==> src/rtl/id_ex_stage.sv <==
// rtl/id_ex_stage.sv - ID/EX pipeline register with operand forwarding and load-use hazard detection
module id_ex_stage #(
  parameter int XLEN  = 32,
  parameter int CNT_W = 16
) (
  input  logic             clk,
  input  logic             rst_n,
  input  logic             id_valid,
  input  logic [XLEN-1:0]  id_pc,
  input  logic [4:0]       id_rs1,
  input  logic [4:0]       id_rs2,
  input  logic [4:0]       id_rd,
  input  logic             id_use_rs1,
  input  logic             id_use_rs2,
  input  logic [XLEN-1:0]  id_rs1_data,
  input  logic [XLEN-1:0]  id_rs2_data,
  input  logic [XLEN-1:0]  id_imm32,
  input  logic             id_alu_src,
  input  logic [1:0]       id_alu_op,
  input  logic [2:0]       id_funct3,
  input  logic [6:0]       id_funct7,
  input  logic             id_reg_write,
  input  logic             id_mem_read,
  input  logic             id_mem_write,
  input  logic             id_mem_to_reg,
  input  logic             id_branch,
  input  logic             flush,
  input  logic             hold,
  input  logic [4:0]       mem_rd,
  input  logic             mem_reg_write,
  input  logic [XLEN-1:0]  mem_result,
  input  logic [4:0]       wb_rd,
  input  logic             wb_reg_write,
  input  logic [XLEN-1:0]  wb_data,
  output logic             stall_id,
  output logic             ex_valid,
  output logic [XLEN-1:0]  ex_pc,
  output logic [XLEN-1:0]  ex_rs1_fwd,
  output logic [XLEN-1:0]  ex_rs2_fwd,
  output logic [XLEN-1:0]  ex_imm32,
  output logic             ex_alu_src,
  output logic [1:0]       ex_alu_op,
  output logic [2:0]       ex_funct3,
  output logic [6:0]       ex_funct7,
  output logic [4:0]       ex_rd,
  output logic             ex_reg_write,
  output logic             ex_mem_read,
  output logic             ex_mem_write,
  output logic             ex_mem_to_reg,
  output logic             ex_branch,
  output logic [CNT_W-1:0] bubble_count
);

  // Source register indices and operand values held for the EX slot
  logic [4:0]      ex_rs1;
  logic [4:0]      ex_rs2;
  logic [XLEN-1:0] ex_rs1_data;
  logic [XLEN-1:0] ex_rs2_data;

  logic            luh;
  logic [XLEN-1:0] rs1_cap;
  logic [XLEN-1:0] rs2_cap;

  localparam logic [CNT_W-1:0] CNT_MAX = {CNT_W{1'b1}};
  localparam logic [CNT_W-1:0] CNT_ONE = {{(CNT_W-1){1'b0}}, 1'b1};

  // A load in EX whose destination the decode instruction reads cannot be forwarded in time
  assign luh = ex_valid & ex_mem_read & (ex_rd != 5'd0) & id_valid &
               ((id_use_rs1 & (id_rs1 == ex_rd)) | (id_use_rs2 & (id_rs2 == ex_rd)));

  // A flush kills the dependent instruction anyway, and a hold already freezes the front end
  assign stall_id = luh & ~flush & ~hold;

  // Register file is written in the same cycle it is read, so take the write-back value directly
  assign rs1_cap = (wb_reg_write && (wb_rd != 5'd0) && (wb_rd == id_rs1)) ? wb_data : id_rs1_data;
  assign rs2_cap = (wb_reg_write && (wb_rd != 5'd0) && (wb_rd == id_rs2)) ? wb_data : id_rs2_data;

  // Pipeline register update: hold > flush > load-use bubble > normal capture
  always_ff @(posedge clk or negedge rst_n) begin
    if (!rst_n) begin
      ex_valid      <= 1'b0;
      ex_pc         <= '0;
      ex_rs1        <= 5'd0;
      ex_rs2        <= 5'd0;
      ex_rs1_data   <= '0;
      ex_rs2_data   <= '0;
      ex_imm32      <= '0;
      ex_alu_src    <= 1'b0;
      ex_alu_op     <= 2'd0;
      ex_funct3     <= 3'd0;
      ex_funct7     <= 7'd0;
      ex_rd         <= 5'd0;
      ex_reg_write  <= 1'b0;
      ex_mem_read   <= 1'b0;
      ex_mem_write  <= 1'b0;
      ex_mem_to_reg <= 1'b0;
      ex_branch     <= 1'b0;
      bubble_count  <= '0;
    end else if (hold) begin
      // everything frozen; a pending flush or hazard is seen again next cycle
    end else if (flush || luh) begin
      ex_valid      <= 1'b0;
      ex_reg_write  <= 1'b0;
      ex_mem_read   <= 1'b0;
      ex_mem_write  <= 1'b0;
      ex_mem_to_reg <= 1'b0;
      ex_branch     <= 1'b0;
      if (!flush && (bubble_count != CNT_MAX)) begin
        bubble_count <= bubble_count + CNT_ONE;
      end
    end else begin
      ex_valid      <= id_valid;
      ex_pc         <= id_pc;
      ex_rs1        <= id_rs1;
      ex_rs2        <= id_rs2;
      ex_rs1_data   <= rs1_cap;
      ex_rs2_data   <= rs2_cap;
      ex_imm32      <= id_imm32;
      ex_alu_src    <= id_alu_src;
      ex_alu_op     <= id_alu_op;
      ex_funct3     <= id_funct3;
      ex_funct7     <= id_funct7;
      ex_rd         <= id_rd;
      ex_reg_write  <= id_valid & id_reg_write;
      ex_mem_read   <= id_valid & id_mem_read;
      ex_mem_write  <= id_valid & id_mem_write;
      ex_mem_to_reg <= id_valid & id_mem_to_reg;
      ex_branch     <= id_valid & id_branch;
    end
  end

  // Operand forwarding: x0 never forwarded, EX/MEM result is newer than MEM/WB
  always_comb begin
    ex_rs1_fwd = ex_rs1_data;
    if (ex_rs1 != 5'd0) begin
      if (mem_reg_write && (mem_rd == ex_rs1)) begin
        ex_rs1_fwd = mem_result;
      end else if (wb_reg_write && (wb_rd == ex_rs1)) begin
        ex_rs1_fwd = wb_data;
      end
    end
    ex_rs2_fwd = ex_rs2_data;
    if (ex_rs2 != 5'd0) begin
      if (mem_reg_write && (mem_rd == ex_rs2)) begin
        ex_rs2_fwd = mem_result;
      end else if (wb_reg_write && (wb_rd == ex_rs2)) begin
        ex_rs2_fwd = wb_data;
      end
    end
  end

endmodule

==> config.mk <==
export PLATFORM = sky130hd
export DESIGN_NAME = id_ex_stage
export DESIGN_NICKNAME = d
export VERILOG_FILES = /design/src/rtl/id_ex_stage.sv
export SDC_FILE = /design/constraint.sdc
export NUM_CORES = 1
export LEC_CHECK = 0
export CORE_MARGIN = 10
export CORE_UTILIZATION = 40
export DETAILED_ROUTE_END_ITERATION = 8
export PLACE_DENSITY = 0.78
export SLEW_MARGIN = 20
export SYNTH_ARGS = -nofsm -noshare
export SYNTH_HDL_FRONTEND = slang
export SYNTH_SLANG_ARGS = --single-unit
export TNS_END_PERCENT = 5
==> constraint.sdc <==
create_clock -name clk -period 2.2 [get_ports clk]
set_input_delay 0.22 -clock clk [delete_from_list [all_inputs] [get_ports clk]]
set_output_delay 0.22 -clock clk [all_outputs]
set_load 0.02 [all_outputs]
=== Word-level counts from Yosys, hierarchy flattened ===
Cells that the tools add are included.

* $add $sub $neg: 1
* Reduce and logical (&&, ||, !) cells: 16
* Equality and inequality tests: 9
* Bitwise logic cells: 17
* Mux-type cells: 14

{| class="wikitable"
|+ Operators by type and width
! cell !! count
|-
| 2-to-1 mux 32 bit || 8
|-
| equality test 5 bit || 8
|-
| nonzero test 5 bit || 4
|-
| adder 16 x 1 -> 16 bit, second input constant || 1
|-
| inequality test 16 bit, second input constant || 1
|-
| AND 1 bit || 13
|-
| logical AND 1 bit || 8
|-
| 2-to-1 mux 1 bit || 6
|-
| inverter 1 bit || 3
|-
| AND reduction 3 bit || 1
|-
| AND reduction 2 bit || 1
|-
| logical NOT 1 bit || 1
|-
| logical OR 1 bit || 1
|-
| OR 1 bit || 1
|}

* Word-level logic and storage cells: 75
* Output and inout bits: 169
* Register bits after elaboration: 178

=== Longest topological paths before layout ===
* Word-level depth: 7
* Gate-level depth with buffers: 8
* Mapped depth without buffers: 6

=== Least setup slack after synthesis ===
No wires, ideal clock.

* Path type: flip-flop to output port
* Start: register ex_rs1[0]
* End: output port ex_rs1_fwd[0]
* Required time: 1980 ps
* Slack: -62 ps
* Stages on the path, launching flop included: 8
* Arrival time: 2042 ps
* Cells stage by stage: dfrtp_1 xor2_1 nor4_2 and2_0 clkbuf_1 buf_2 o31ai_1 a2bb2oi_1

* Longest elaborated chain between the ends: 5

{| class="wikitable"
|+ RTL lines
! item !! RTL line !! text
|-
| start: declaration || 55 || <nowiki>logic [4:0] ex_rs1;</nowiki>
|-
| start signal: assignment || 114 || <nowiki>ex_rs1 <= id_rs1;</nowiki>
|-
| equality test 5 bit || 138 || <nowiki>end else if (wb_reg_write && (wb_rd == ex_rs1)) begin</nowiki>
|-
| logical AND 1 bit || 138 ||
|-
| 2-to-1 mux 32 bit || 138 ||
|-
| 2-to-1 mux 32 bit || 136 || <nowiki>if (mem_reg_write && (mem_rd == ex_rs1)) begin</nowiki>
|-
| 2-to-1 mux 32 bit * || 135 || <nowiki>if (ex_rs1 != 5'd0) begin</nowiki>
|-
| end: declaration || 38 || <nowiki>output logic [XLEN-1:0] ex_rs1_fwd,</nowiki>
|}

Mark *: on every way between the ends. The rest lies on a longest branch, timed or not.

=== Final worst setup path ===
* Start: register ex_rs1[3]
* End: output port ex_rs1_fwd[25]

The elaborated chain is that of the path after synthesis.

==> results.sh <==
export IMPL_rsz0062_at_grt="yes"
export IMPL_clock_skew_ps=16.0
export IMPL_hold_path_class="in2async"
export IMPL_dp_cells=1584
export IMPL_synthXorXnorAreaFrac_pct=4.52
export IMPL_area_growth_pct=65.5
export IMPL_drtPass1Iterations=5
export IMPL_htree_levels=4
export IMPL_drv_slew=0
export IMPL_clk_path_buf_depth=2
export IMPL_synth_seq_area_share_pct=43.3
export IMPL_hold_viol_final=0
export IMPL_synth_edff_count=0
export IMPL_synth_compound_area_share_pct=11.4
export IMPL_power_leakage_nw=7.11
export IMPL_ys_flop_type="dfrtp_1"
export IMPL_ios=413
export IMPL_cap_violations=0
export IMPL_cts_tree="yes"
export IMPL_die_area_um2=32500
export IMPL_synthSimpleGateAreaFrac_pct=8.44
export IMPL_syn_area_um2=10300
export IMPL_max_freq_mhz=360
export IMPL_ant_nets=0
export IMPL_slew_headroom_pct=58.2
export IMPL_setup_viol=175
export IMPL_numCtsBuffers=17
export IMPL_layout_cells_non_filler=1642
export IMPL_async_flop_share_pct=100
export IMPL_synth_common_cells="dfrtp_1, mux2_2, mux2_4, nand3b_1, o31ai_1"
export IMPL_ys_top_cells_by_area="dfrtp_1, mux2_4, mux2_2, a2bb2oi_1, nand3b_1"
export IMPL_insertion_delay_ps=420
export IMPL_path_class="reg2out"
export IMPL_antenna_found_initial=5
export IMPL_die_width_um=180
export IMPL_clkTransAtPathRegs_ps=80
export IMPL_ys_types=39
export IMPL_period_share_pct=126
export IMPL_drt_initial_drc_count=847
export IMPL_start_util_pct=40.7
export IMPL_start_kind="flop"
export IMPL_synth_area_mux_share_pct=28.1
export IMPL_die_h_um=180
export IMPL_fill_cells=1820
export IMPL_required_ps=1980
export IMPL_path_max_fanout=16
export IMPL_min_period_ps=2780
export IMPL_viasPerCell=5.61
export IMPL_fin_util_pct=67.4
export IMPL_synth_top_family_by_area="multiplexers"
export IMPL_grt_max_degree=54
export IMPL_violations="negative setup slack"
export IMPL_synth_area_leader_cell="dfrtp_1"
export IMPL_drive_above_1_share_pct=39.6
export IMPL_portBuffers=412
export IMPL_status="finished, violations left"
export IMPL_dp_hpwl_mm=29.8
export IMPL_synth_most_common_cell="dfrtp_1"
export IMPL_drt_total_wl_mm=41.1
export IMPL_ys_warn_count=0
export IMPL_drc=0
export IMPL_yosys_area_top_type_share_pct=43.3
export IMPL_reg2reg_setup_slack_ps=-80
export IMPL_grt_usage_pct=23.6
export IMPL_layout_nets=1540
export IMPL_grt_pass1_vias=9927
export IMPL_peakVddDrop_mv=0.542
export IMPL_synth_fp_nets=1045
export IMPL_ys_seq_elements=178
export IMPL_crit_path_end_kind="output pin"
export IMPL_power_density_nw_per_um2=667
export IMPL_rows=58
export IMPL_grt_overflow=0
export IMPL_core_um2=25300
export IMPL_wire_per_inst_um=25.0
export IMPL_arrival_ps=2560
export IMPL_routed_via_count=9212
export IMPL_worst_slack_ps=-576
export IMPL_synth_fa_ha_area_share_pct=0.122
export IMPL_tightest_slew_ps=623
export IMPL_cts_root_buf="clkbuf_16"
export IMPL_synthCells=800
export IMPL_cts_sinks=178
export IMPL_gp_congestion=0.928
export IMPL_syn_avg_cell_area_um2=12.8
export IMPL_grt_first_pass_wirelength_mm=61.0
-- layout by cell type, fill, tap and decap left out, types with 6 or more instances in the layout --
cell type,count
clkbuf_16,18
mux2_2,85
nand3b_1,66
nand4_1,7
a2bb2oi_1,22
nand3_1,14
buf_4,119
nor2_1,8
dfrtp_1,178
a2bb2oi_2,40
xor2_1,18
clkdlybuf4s50_1,341
o31ai_1,59
nand2_1,6
buf_12,32
xnor2_1,32
buf_6,41
mux2_4,135
-- cells by family after synthesis --
family          Yosys count
flops                   178
mux                     223
buf+inv                  73
compound gates          142
simple gates            130
xor+xnor                 53
fa+ha+maj                 1
-- per-layer routing --
metal	global-route usage (%)	part of all wire, %
met5	0	0.032
met4	8.60	3.9
met3	9.54	11
met2	38.1	47
met1	27.7	38
-- critical path, cell delays in order, from the launching register on --
cell       delay [ps]
dfrtp_1           410
buf_6             140
xor2_2            180
nor4_4            300
buf_4             170
and2_4            160
buf_12            110
buf_16            150
o31ai_1           110
a2bb2oi_2         230
buf_6             150
-- stage by stage --
stage / hold WS, ps / setup TNS [ps] / power [mW] / instance area, um^2 / worst slack, ps
finish: 318 / -35040 / 11.4 / 17000 / -576
global route: 345 / -47260 / 11.8 / 17000 / -641
CTS: 321 / -43040 / 11.2 / 16500 / -667
detailed placement: 191 / -94740 / 8.02 / 15700 / -955
global placement: 200 / -92110 / 7.96 / 15700 / -896
floorplan: -75.6 / -7030 / 5.85 / 10300 / -61.5
-- repair_timing --
item	in CTS	in global routing
endpoints found under the setup margin	203	201
pin swaps	10	42
hold buffers	1	0
endpoints found under the hold margin	39	0
resized for setup	281	191
cloned	2	1
setup buffers	5	13
-- final timing paths --
| kind | start | to | depth (start not counted) |
|---|---|---|---|
| hold / removal | rst_n | ex_rs2_data[25] | 2 |
| hold reg to reg | ex_branch | ex_branch | 1 |
| setup / recovery | ex_rs1[3] | ex_rs1_fwd[25] | 10 |
| max in group asynchronous | rst_n | ex_mem_read | 3 |
| setup reg to reg | ex_rd[4] | ex_pc[6] | 6 |
| min in group clk | id_imm32[6] | ex_imm32[6] | 2 |
-- where the power goes --
part | leakage (nW) | switching [mW] | internal [mW]
Combinational | 4.70 | 1.87 | 2.38
Clock | 0.287 | 1.55 | 1.53
Sequential | 2.13 | 0.318 | 3.71
Total | 7.11 | 3.73 | 7.62
-- final cells by class --
type	instances	area, um^2	area share (%)
Timing Repair Buffer	547	5610	33.0
Clock buffer	17	425	2.50
Sequential cell	178	4450	26.2
Antenna cell	5	12.5	0.0736
Inverter	2	7.51	0.0441
Multi-Input combinational cell	549	5930	34.9
Tap cell	330	413	2.43
Clock inverter	14	158	0.927
No activity file was read; power rests on OpenSTA's default activity.
